**src/rtl/des_pkg.sv**
```systemverilog
// des_pkg: shared DES constants and bit-permutation helpers.
//   DES_HALF_W / DES_SUBKEY_W : half-block and round subkey widths
//   E_TABLE / P_TABLE         : expansion and P permutation, DES numbering
//                               (bit 1 = MSB of the vector)
//   des_expand()              : 32 -> 48 E expansion
//   des_permute_p()           : 32 -> 32 P permutation
//   sbox_pick()               : 4-bit lookup from a packed 4x16 S-box table
package des_pkg;

  localparam int DES_HALF_W   = 32;
  localparam int DES_SUBKEY_W = 48;

  localparam int E_TABLE [48] = '{
    32,  1,  2,  3,  4,  5,  4,  5,  6,  7,  8,  9,
     8,  9, 10, 11, 12, 13, 12, 13, 14, 15, 16, 17,
    16, 17, 18, 19, 20, 21, 20, 21, 22, 23, 24, 25,
    24, 25, 26, 27, 28, 29, 28, 29, 30, 31, 32,  1
  };

  localparam int P_TABLE [32] = '{
    16,  7, 20, 21, 29, 12, 28, 17,  1, 15, 23, 26,  5, 18, 31, 10,
     2,  8, 24, 14, 32, 27,  3,  9, 19, 13, 30,  6, 22, 11,  4, 25
  };

  // DES bit b lives at vector index (width - b); output bit 1 is the MSB.
  function automatic logic [47:0] des_expand(input logic [31:0] r);
    logic [47:0] e;
    e = '0;
    for (int i = 0; i < 48; i++) begin
      e[6'(47 - i)] = r[5'(32 - E_TABLE[i])];
    end
    return e;
  endfunction

  function automatic logic [31:0] des_permute_p(input logic [31:0] s);
    logic [31:0] p;
    p = '0;
    for (int i = 0; i < 32; i++) begin
      p[5'(31 - i)] = s[5'(32 - P_TABLE[i])];
    end
    return p;
  endfunction

  // Table is packed row 0 first, column 0 first, one nibble per entry.
  // Row = chunk bits 1 and 6, column = chunk bits 2..5. Entry n sits at
  // nibble offset (63 - n) from the LSB, and 63 - n == ~n for 6 bits.
  function automatic logic [3:0] sbox_pick(input logic [255:0] tbl,
                                           input logic [5:0]   idx);
    logic [5:0] n;
    n = {idx[5], idx[0], idx[4:1]};
    return tbl[{~n, 2'b00} +: 4];
  endfunction

endpackage

```
**src/rtl/des_s_box.sv**
```systemverilog
// s_box_1 .. s_box_8: the eight DES substitution boxes.
//   din  [5:0] : 6-bit chunk, din[5] = chunk bit 1
//   dout [3:0] : 4-bit substitution result, dout[3] = result bit 1
// Purely combinational.
module s_box_1 import des_pkg::*; (
  input  logic [5:0] din,
  output logic [3:0] dout
);
  localparam logic [255:0] TBL = {64'hE4D12FB83A6C5907, 64'h0F74E2D1A6CB9538,
                                  64'h41E8D62BFC973A50, 64'hFC8249175B3EA06D};
  assign dout = sbox_pick(TBL, din);
endmodule

module s_box_2 import des_pkg::*; (
  input  logic [5:0] din,
  output logic [3:0] dout
);
  localparam logic [255:0] TBL = {64'hF18E6B34972DC05A, 64'h3D47F28EC01A69B5,
                                  64'h0E7BA4D158C6932F, 64'hD8A13F42B67C05E9};
  assign dout = sbox_pick(TBL, din);
endmodule

module s_box_3 import des_pkg::*; (
  input  logic [5:0] din,
  output logic [3:0] dout
);
  localparam logic [255:0] TBL = {64'hA09E63F51DC7B428, 64'hD709346A285ECBF1,
                                  64'hD6498F30B12C5AE7, 64'h1AD069874FE3B52C};
  assign dout = sbox_pick(TBL, din);
endmodule

module s_box_4 import des_pkg::*; (
  input  logic [5:0] din,
  output logic [3:0] dout
);
  localparam logic [255:0] TBL = {64'h7DE3069A1285BC4F, 64'hD8B56F03472C1AE9,
                                  64'hA690CB7DF13E5284, 64'h3F06A1D8945BC72E};
  assign dout = sbox_pick(TBL, din);
endmodule

module s_box_5 import des_pkg::*; (
  input  logic [5:0] din,
  output logic [3:0] dout
);
  localparam logic [255:0] TBL = {64'h2C417AB6853FD0E9, 64'hEB2C47D150FA3986,
                                  64'h421BAD78F9C5630E, 64'hB8C71E2D6F09A453};
  assign dout = sbox_pick(TBL, din);
endmodule

module s_box_6 import des_pkg::*; (
  input  logic [5:0] din,
  output logic [3:0] dout
);
  localparam logic [255:0] TBL = {64'hC1AF92680D34E75B, 64'hAF427C9561DE0B38,
                                  64'h9EF528C3704A1DB6, 64'h432C95FABE17608D};
  assign dout = sbox_pick(TBL, din);
endmodule

module s_box_7 import des_pkg::*; (
  input  logic [5:0] din,
  output logic [3:0] dout
);
  localparam logic [255:0] TBL = {64'h4B2EF08D3C975A61, 64'hD0B7491AE35C2F86,
                                  64'h14BDC37EAF680592, 64'h6BD814A7950FE23C};
  assign dout = sbox_pick(TBL, din);
endmodule

module s_box_8 import des_pkg::*; (
  input  logic [5:0] din,
  output logic [3:0] dout
);
  localparam logic [255:0] TBL = {64'hD2846FB1A93E50C7, 64'h1FD8A374C56B0E92,
                                  64'h7B419CE206ADF358, 64'h21E74A8DFC90356B};
  assign dout = sbox_pick(TBL, din);
endmodule

```
**src/rtl/des_sbox_layer.sv**
```systemverilog
// des_sbox_layer: the full DES S-layer, eight S-boxes side by side.
//   x [47:0] : expanded, key-mixed half-block; x[47:42] feeds s_box_1
//   s [31:0] : concatenated S-box outputs, s_box_1 result in s[31:28]
// Purely combinational.
module des_sbox_layer import des_pkg::*; (
  input  logic [DES_SUBKEY_W-1:0] x,
  output logic [DES_HALF_W-1:0]   s
);

  s_box_1 u_s1 (.din(x[47:42]), .dout(s[31:28]));
  s_box_2 u_s2 (.din(x[41:36]), .dout(s[27:24]));
  s_box_3 u_s3 (.din(x[35:30]), .dout(s[23:20]));
  s_box_4 u_s4 (.din(x[29:24]), .dout(s[19:16]));
  s_box_5 u_s5 (.din(x[23:18]), .dout(s[15:12]));
  s_box_6 u_s6 (.din(x[17:12]), .dout(s[11:8]));
  s_box_7 u_s7 (.din(x[11:6]),  .dout(s[7:4]));
  s_box_8 u_s8 (.din(x[5:0]),   .dout(s[3:0]));

endmodule

```
**src/rtl/des_f_pipe.sv**
```systemverilog
// des_f_pipe: two-stage pipelined DES round function f(R,K).
//   Stage 1: s1_x = E(r_in) ^ k_in
//   Stage 2: s2_f = P(S(s1_x))
// Ports:
//   clk, rst            : clock, synchronous active-high reset
//   in_valid / in_ready : input handshake for r_in, k_in, tag_in
//   r_in  [31:0]        : right half-block, r_in[31] = DES bit 1
//   k_in  [47:0]        : round subkey, k_in[47] = DES bit 1
//   tag_in [TAG_W-1:0]  : sideband tag, carried through unchanged
//   out_valid/out_ready : output handshake for f_out, tag_out
//   f_out [31:0]        : f(R,K), registered
//   tag_out [TAG_W-1:0] : tag of the result, registered
//
// Handshake: a transfer happens on a rising edge where valid && ready.
// A producer holds its data stable while valid is high and ready is low;
// ready never depends on the valid it is paired with (in_ready is a
// function of out_ready and the registered stage valid bits only).
module des_f_pipe import des_pkg::*; #(
  parameter int TAG_W = 4
) (
  input  logic                    clk,
  input  logic                    rst,
  input  logic                    in_valid,
  output logic                    in_ready,
  input  logic [DES_HALF_W-1:0]   r_in,
  input  logic [DES_SUBKEY_W-1:0] k_in,
  input  logic [TAG_W-1:0]        tag_in,
  output logic                    out_valid,
  input  logic                    out_ready,
  output logic [DES_HALF_W-1:0]   f_out,
  output logic [TAG_W-1:0]        tag_out
);

  logic                    s1_valid;
  logic [DES_SUBKEY_W-1:0] s1_x;
  logic [TAG_W-1:0]        s1_tag;
  logic                    s2_valid;
  logic [DES_HALF_W-1:0]   s2_f;
  logic [TAG_W-1:0]        s2_tag;

  logic                    s1_adv;
  logic                    s2_adv;
  logic [DES_HALF_W-1:0]   sbox_out;

  // A stage may load when it is empty or its contents move on this edge,
  // so a full pipe with out_ready high still accepts a new operation.
  assign s2_adv   = !s2_valid || out_ready;
  assign s1_adv   = !s1_valid || s2_adv;
  assign in_ready = s1_adv;

  assign out_valid = s2_valid;
  assign f_out     = s2_f;
  assign tag_out   = s2_tag;

  des_sbox_layer u_sbox_layer (
    .x (s1_x),
    .s (sbox_out)
  );

  // Data registers load whenever the stage advances, even with valid low;
  // that data is never observed because the valid bit travels with it.
  always_ff @(posedge clk) begin
    if (rst) begin
      s1_valid <= 1'b0;
      s1_x     <= '0;
      s1_tag   <= '0;
    end else if (s1_adv) begin
      s1_valid <= in_valid;
      s1_x     <= des_expand(r_in) ^ k_in;
      s1_tag   <= tag_in;
    end
  end

  always_ff @(posedge clk) begin
    if (rst) begin
      s2_valid <= 1'b0;
      s2_f     <= '0;
      s2_tag   <= '0;
    end else if (s2_adv) begin
      s2_valid <= s1_valid;
      s2_f     <= des_permute_p(sbox_out);
      s2_tag   <= s1_tag;
    end
  end

endmodule

```
**config.mk**
```make
export PLATFORM = sky130hd
export DESIGN_NAME = des_f_pipe
export DESIGN_NICKNAME = d
export VERILOG_FILES = /design/src/rtl/des_pkg.sv /design/src/rtl/des_s_box.sv /design/src/rtl/des_sbox_layer.sv /design/src/rtl/des_f_pipe.sv
export SDC_FILE = /design/constraint.sdc
export NUM_CORES = 1
export LEC_CHECK = 0
export ABC_AREA = 0
export CAP_MARGIN = 20
export CORE_MARGIN = 2
export CORE_UTILIZATION = 45
export CTS_CLUSTER_SIZE = 25
export DETAILED_ROUTE_END_ITERATION = 10
export HOLD_SLACK_MARGIN = 0.03
export PLACE_DENSITY = 0.9
export SETUP_SLACK_MARGIN = 0.3
export SYNTH_ARGS = -nofsm -noshare
export SYNTH_HDL_FRONTEND = slang
export SYNTH_SLANG_ARGS = --single-unit
export TNS_END_PERCENT = 1
```
**constraint.sdc**
```tcl
create_clock -name clk -period 4.5 [get_ports clk]
set_clock_uncertainty 0.15 [all_clocks]
set_input_delay 0.45 -clock clk [delete_from_list [all_inputs] [get_ports clk]]
set_output_delay 0.45 -clock clk [all_outputs]
set_load 0.02 [all_outputs]
```
==> results of run 1 <==
## flip-flops by register name, indices dropped and copies added (netlist names)
name	flops
f_out	7
out_valid	1
s1_tag	4
s1_valid	1
s1_x	22
tag_out	4
## tightest hold or removal path: cells and delay by family, from the launching register on
| kind | cells | cell delay [ns] |
|---|---|---|
| AND/OR/NAND/NOR | 2 | 0.10 |
| flip-flops | 1 | 0.32 |
## area by class of cell
cell class | count | area share, %
sequential | 39 | 23.7
tap | 75 | 2.85
timing repair buffer | 60 | 18.1
inverter | 16 | 1.90
multi-input combinational | 251 | 50.4
clock buffer | 8 | 3.04
## through the flow
step	setup WS [ns]	area, sq um	total power [mW]	hold slack, ns
6_report	1.51	3290	0.934	0.303
5_1_grt	1.42	3290	0.985	0.312
4_1_cts	1.52	3290	0.939	0.303
3_5_place_dp	1.53	3190	0.683	0.293
3_3_place_gp	1.55	3190	0.671	0.280
2_1_floorplan	2.48	2810	0.604	0.282
## cell usage in the layout (no fill, tap or decap), types with 7 or more instances in the layout
| master | netlist | routed |
|---|---|---|
| xor2_1 | 16 | 16 |
| a21oi_1 | 15 | 15 |
| xnor2_1 | 10 | 10 |
| clkbuf_8 | 0 | 7 |
| o21ai_0 | 7 | 7 |
| a211oi_1 | 28 | 28 |
| nor2_1 | 34 | 34 |
| clkdlybuf4s50_1 | 0 | 58 |
| dfxtp_1 | 39 | 39 |
| ha_1 | 22 | 22 |
| nand2_1 | 32 | 32 |
| inv_1 | 13 | 13 |
| conb_1 | 1 | 25 |
## cells by family after synthesis
logic type	Yosys count
AND/OR/NAND/NOR	88
AO/OA/AOI/OAI	83
multiplexers	7
other	1
buffers and inverters	63
XOR/XNOR	26
flip-flops	39
adder cells (fa/ha/maj)	22
## final timing paths
| check | startpoint | to | cells after the start | slack (ns) |
|---|---|---|---|---|
| max | out_ready | in_ready | 5 | 1.51 |
| min | f_out[0] | f_out[0] | 2 | 0.30 |
| max reg2reg | s1_x[7] | f_out[0] | 6 | 2.24 |
| min reg2reg | f_out[0] | f_out[0] | 2 | 0.30 |
## power by group through the flow
stage | clock, mW | sequential, mW | combinational, mW
floorplan | 0 | 0.418 | 0.185
global placement | 0 | 0.423 | 0.248
detailed placement | 0 | 0.426 | 0.257
CTS | 0.262 | 0.418 | 0.258
global route | 0.275 | 0.425 | 0.285
finish | 0.257 | 0.419 | 0.258
## layer usage
layer	wire length (microns)	vias to the layer above
met1	2360	1079
met2	2970	73
li1	-	1180
met3	273	5
met4	72	0
met5	0	-
==> impl_metrics.ini, run 1 <==
[timing]
period_needed_ns = 2.99
rsz0062_at_grt = no
finalSetupViolCount = 0
worst_slew_pin_slew_ns = 0.626
fin_crit_sh_pct = 66.5
max_slew_margin_pct = 58.1
fin_setup_tns_ns = 0
finalHoldViolCount = 0
slew_viol_final = 0
fmax_mhz = 334

[cts]
cts_hold_buf = 0
cts_inserted_buffers = 5
clk_pin_slew_ns = 0.07
cts_buffer_depth = 2
root_buffer = clkbuf_8
post_cts_resized = 0
cts_tree = done
cts_setup_buffers = 0
cts.sinks = 39
htree_levels = 2
clk_latency_ns = 0.29

[synthesis]
synth_top_area_share_pct = 28.7
synth_seq_cells = 39
synth_top_family_by_area = compound AO/OA/AOI/OAI gates
synth_area_leaders = dfxtp_1 29%, ha_1 10%, a211oi_1 7.7%
yosysUniqueCellTypes = 46
yosysWarnings = 0
synth_xor_area_share_pct = 8.37
synth_ff_type = dfxtp_1
post-synth-top-count-cell = dfxtp_1
muxShareOfSynthArea_pct = 3.08
synth_edf_count = 0
synth_seq_area_share_pct = 28.7
netlist_area_sq_um = 2720
syn_area_per_cell_sq_um = 8.27
async_flop_share_pct = 0
synth_adder_area_share_pct = 10.1
netlist_instances = 329
synth_area_leader_cell = dfxtp_1
synth-simple-area-share_pct = 14.2
synth_common_cells = 39 x dfxtp_1, 34 x nor2_1, 32 x nand2_1, 28 x a211oi_1, 28 x buf_4
synth-compound-area-share_pct = 21.8

[flow_run]
cap_violations = 0

[layout]
antenna_cells = 0
fin_cells = 449
regArea_sq_um = 781
synthToLayoutAreaGrowth_pct = 21.1
drive_gt1_share_pct = 4.55
fillers = 528
multiInputGateArea_sq_um = 1660
utilization_pct = 56.0
num-nets-final = 483

[critical_path]
crit_slowest_cell = clkdlybuf4s50_1
required_ns = 3.90
cpPeakStageDelay_ns = 0.57
critPathKind = primary input to primary output
worstPathArrival_ns = 2.39
start_kind = primary input
critPathBufInv = 3
critPathMaxFanout = 23
crit_chain = clkdlybuf4s50_1 > nor2b_2 > and2_1 > inv_4 > clkdlybuf4s50_1
crit_family = buffers and inverters
crit_path_frequent_cell = clkdlybuf4s50_1
crit_path_end_kind = primary output

[route]
drc = 0
drtIter0Drc = 113
viasPerCell = 5.20
num_vias = 2337
wire_per_inst_microns = 12.6
drt_wl_total_mm = 5.68
drt.antenna.violating_nets = 0
drtPass1Iterations = 4

[grt]
grt_pass1_vias = 2151
grt_use_met3_pct = 2.64
grtUsageMet1_pct = 19.9
grt_util_met2_pct = 33.7
grtUsageTotal_pct = 17.8
grt_max_degree = 42
grt_pass1_wl_mm = 9.37
antenna_found_initial = 0
grt_overflow = 0
grt-busiest-layer = met2

[power]
p_leak_nw = 1.30
p_int_mw = 0.644
pwr-share-seq_pct = 44.9
p_switching_mw = 0.290
switching_share_pct = 31.0
combPwrFrac_pct = 27.6
power.density_nw_per_um2 = 284
vdd_drop_max_uv = 141
clkPwrFrac_pct = 27.6

[floorplanning]
coreArea_sq_um = 5890
io_pins = 126
die_x_microns = 81.7
die_h_microns = 81.7
num_rows = 28
start_util_pct = 46.2
die-area_sq_um = 6680

[placement]
place_congestion = 0.836
dpl.hpwl_mm = 4.26
port_buffers = 58
dp.cells = 441

[outcome]
outcome = complete, no violations

[worst_hold_path]
min_path_type = flop to flop
(Power assumes the default switching activity.)
==> run 2: changes to the inputs <==
CORE_UTILIZATION = 42   (was 45)
PLACE_DENSITY = 0.85   (was 0.9)
clock period = 2.82 ns   (was 4.5 ns; I/O delays follow)
==> impl_metrics.ini, run 2 (synthesis results as in run 1) <==
[layout]
final_common_cell = clkdlybuf4s50_1
final_cell_mix = 58 x clkdlybuf4s50_1, 39 x dfxtp_1, 34 x nor2_1, 32 x nand2_1, 28 x a211oi_1
regMostFlops = s1_x
fin_cells = 454
synthToLayoutAreaGrowth_pct = 21.4
final_cell_area_sq_um = 3300
drive_gt1_share_pct = 5.31
num-nets-final = 486
antenna_cells = 0
largest_reg_flops = 22

[placement]
port_buffers = 58
dp.cells = 446
dp_slack_ns = 0.563
place_congestion = 0.821
dpl.hpwl_mm = 4.24
dpl_cell_area_sq_um = 3220

[grt]
grt_use_met3_pct = 4.62
grt_pass1_wl_mm = 9.86
grt-busiest-layer = met2
antenna_found_initial = 0
grt_pass1_vias = 2140
grtUsageTotal_pct = 16.7
grt_max_degree = 32
grt_util_met2_pct = 27.4
grt_overflow = 0
grtUsageMet1_pct = 21.5

[floorplanning]
start_util_pct = 43.1
io_pins = 126
coreArea_sq_um = 6310
die_h_microns = 84.5
die-area_sq_um = 7140
num_rows = 29
die_x_microns = 84.5

[cts]
cts_tree = done
cts.sinks = 39
cts_hold_buf = 0
clk_pin_slew_ns = 0.08
post_cts_resized = 0
htree_levels = 2
cts_buffer_depth = 2
clk_latency_ns = 0.30
root_buffer = clkbuf_8
cts_setup_buffers = 0
cts_inserted_buffers = 5

[power]
power.density_nw_per_um2 = 438
p_leak_nw = 1.30
vdd_drop_max_uv = 231
power_mw = 1.45

[flow_run]
cap_violations = 0

[route]
drt_wl_total_mm = 5.57
drtPass1Iterations = 4
wire_per_inst_microns = 12.3
drt.antenna.violating_nets = 0
drtIter0Drc = 91
viasPerCell = 5.09
drc = 0
num_vias = 2310

[timing]
fin_crit_sh_pct = 80.9
period_needed_ns = 2.28
finalSetupViolCount = 0
setup_ws_ns = 0.537
rsz0062_at_grt = no
max_slew_margin_pct = 54.1
slew_viol_final = 0
fin_setup_tns_ns = 0
finalHoldViolCount = 0
worst_slew_pin_slew_ns = 0.686
fmax_mhz = 438

[critical_path]
critPathKind = flop to flop
crit_path_end_kind = flop
start_kind = flop
critPathMaxFanout = 10
worstPathArrival_ns = 2.32
required_ns = 2.86

[worst_hold_path]
min_path_type = flop to flop

[outcome]
outcome = complete, no violations
==> run 2: cell count changes in the layout (fill, tap and decap cells not counted) <==
cell / before / now
clkbuf_8: 7 / 5
clkinvlp_4: 0 / 1
buf_4: 2 / 5
clkinv_2: 0 / 1
==> run 2: worst max-delay path: stages, from the launching register on <==
cell and delay (ns):
dfxtp_1 0.52, inv_1 0.20, ha_1 0.38, mux4_2 0.47, o21a_1 0.18, o2111ai_1 0.20
nand2_1 0.08
==> run 2: worst paths after layout <==
path                    to     start  cells after the start  slack, ns
hold / removal    f_out[0]  f_out[0]                      2       0.30
setup reg to reg  f_out[0]   s1_x[7]                      6       0.54
hold reg to reg   f_out[0]  f_out[0]                      2       0.30
setup / recovery  f_out[0]   s1_x[7]                      6       0.54
==> run 2: per-stage QoR <==
stage,util [%],hold WS [ns]
2_1_floorplan,-,0.253
3_3_place_gp,51.0,0.278
3_5_place_dp,51.0,0.293
4_1_cts,52.3,0.304
5_1_grt,52.3,0.330
6_report,52.3,0.301
==> run 2: where the power goes <==
| part | internal (mW) | leakage, nW | switching, mW |
|---|---|---|---|
| registers | 0.600 | 0.325 | 0.0689 |
| clock network | 0.173 | 0.0412 | 0.197 |
| logic | 0.206 | 0.938 | 0.204 |
==> run 2: layout make-up <==
type	instances	area, sq um
fillers	603	3010
multi-input cells	251	1660
flip-flops and latches	39	781
repair buffers	63	618
well taps	77	96.3
clock buffers	6	72.6
inverters	16	62.6
clock inverters	2	12.5
==> run 2: layer usage <==
| layer | routed length [microns] | vias to the layer above |
|---|---|---|
| li1 | - | 1191 |
| met1 | 2480 | 1049 |
| met2 | 2730 | 63 |
| met3 | 278 | 7 |
| met4 | 78 | 0 |
| met5 | 0 | - |
==> run 3: changes to the inputs <==
CORE_UTILIZATION = 38   (was 42)
PLACE_DENSITY = 0.82   (was 0.85)
clock period = 2.1 ns   (was 2.82 ns; I/O delays follow)
==> impl_metrics.ini, run 3 (synthesis results as in run 1) <==
[placement]
port_buffers = 58
place_congestion = 0.837
dp_slack_ns = 0.104
dpl.hpwl_mm = 4.36

[floorplanning]
die_h_microns = 88.6
num_rows = 30
die-area_sq_um = 7850
io_pins = 126
start_util_pct = 39.6
coreArea_sq_um = 6870
die_x_microns = 88.6

[power]
power.density_nw_per_um2 = 600
vdd_drop_max_uv = 308
p_leak_nw = 1.38

[route]
drt.antenna.violating_nets = 0
drtPass1Iterations = 4
num_vias = 2362
drtIter0Drc = 117
met3_length_microns = 312
viasPerCell = 4.88
wire_per_inst_microns = 12.2
drt_wl_total_mm = 5.91
wl_met1_mm = 2.51
drc = 0
wl_met2_mm = 3.03
maxUsedRoutingLayer = met4

[cts]
clk_pin_slew_ns = 0.08
clk_latency_ns = 0.29
cts_buffer_depth = 2
cts_inserted_buffers = 5
htree_levels = 2
cts_tree = done
root_buffer = clkbuf_8
cts.sinks = 39

[grt]
grt_pass1_wl_mm = 9.44
grt_max_degree = 32
grtUsageTotal_pct = 15.1
grt_pass1_vias = 2154
grt_overflow = 0
antenna_found_initial = 0

[critical_path]
critPathKind = flop to flop
critPathMaxFanout = 7
crit_path_end_kind = flop
required_ns = 2.14
worstPathArrival_ns = 1.86
start_kind = flop

[timing]
period_needed_ns = 1.82
rsz0062_at_grt = yes
worst_slew_pin_slew_ns = 0.555
slew_viol_final = 0
finalHoldViolCount = 0
max_slew_margin_pct = 63.0
fin_setup_tns_ns = 0
fmax_mhz = 551
finalSetupViolCount = 0
setup_ws_ns = 0.285
fin_crit_sh_pct = 86.4

[layout]
final_cell_mix = 57 x clkdlybuf4s50_1, 34 x dfxtp_1, 33 x nor2_1, 32 x nand2_1, 27 x a211oi_1
regMostFlops = s1_x
utilization_pct = 51.1
final_common_cell = clkdlybuf4s50_1
num-nets-final = 497
drive_gt1_share_pct = 12.4
synthToLayoutAreaGrowth_pct = 29.2
largest_reg_flops = 22
antenna_cells = 0

[flow_run]
cap_violations = 0

[outcome]
outcome = complete, no violations

[worst_hold_path]
min_path_type = flop to flop
## run 3: report_power, final
part           internal (mW)  switching [mW]
combinational          0.309           0.303
sequential             0.806          0.0826
clock                  0.337           0.271
total                   1.45           0.657
## run 3: stage by stage
step / cells / hold slack [ns] / total power, mW / cell area [sq um]
finish: 484 / 0.291 / 2.11 / 3510
global route: 484 / 0.318 / 2.23 / 3510
CTS: 478 / 0.291 / 2.08 / 3410
detailed placement: 470 / 0.280 / 1.48 / 3300
global placement: 470 / 0.278 / 1.46 / 3300
floorplan: 353 / 0.181 / 1.30 / 2830
## run 3: area by class of cell
class / count / area [sq um]
clock buffers: 7 / 108
clock inverters: 1 / 5.00
fillers: 638 / 3360
inverters: 16 / 71.3
multi-input cells: 251 / 1720
flip-flops and latches: 39 / 795
well taps: 96 / 120
repair buffers: 74 / 699
## run 3: final timing paths
kind | slack [ns] | end | start | depth (start not counted)
setup / recovery | 0.28 | f_out[0] | s1_x[8] | 6
hold / removal | 0.29 | f_out[0] | f_out[0] | 2
setup reg to reg | 0.28 | f_out[0] | s1_x[8] | 6
hold reg to reg | 0.29 | f_out[0] | f_out[0] | 2
## run 3: critical path: stages, from the launching register on
cell and delay (ns):
dfxtp_4 0.37, inv_4 0.10, ha_4 0.21, mux4_2 0.46
o21a_1 0.19, o2111ai_2 0.16, nand2_1 0.07
## run 3: per-layer routing
metal / vias to the layer above / global-route usage (%)
met2: 71 / 26.8
met4: 0 / 3.99
met3: 6 / 3.36
met5: - / 0
met1: 1074 / 18.5
li1: 1211 / -
## run 3: timing repair
item / CTS / global route
endpoints found under the setup margin: 5 / 7
resized for setup: 1 / 15
pin swaps: 0 / 3
setup buffers: 0 / 6
hold buffers: 0 / 0
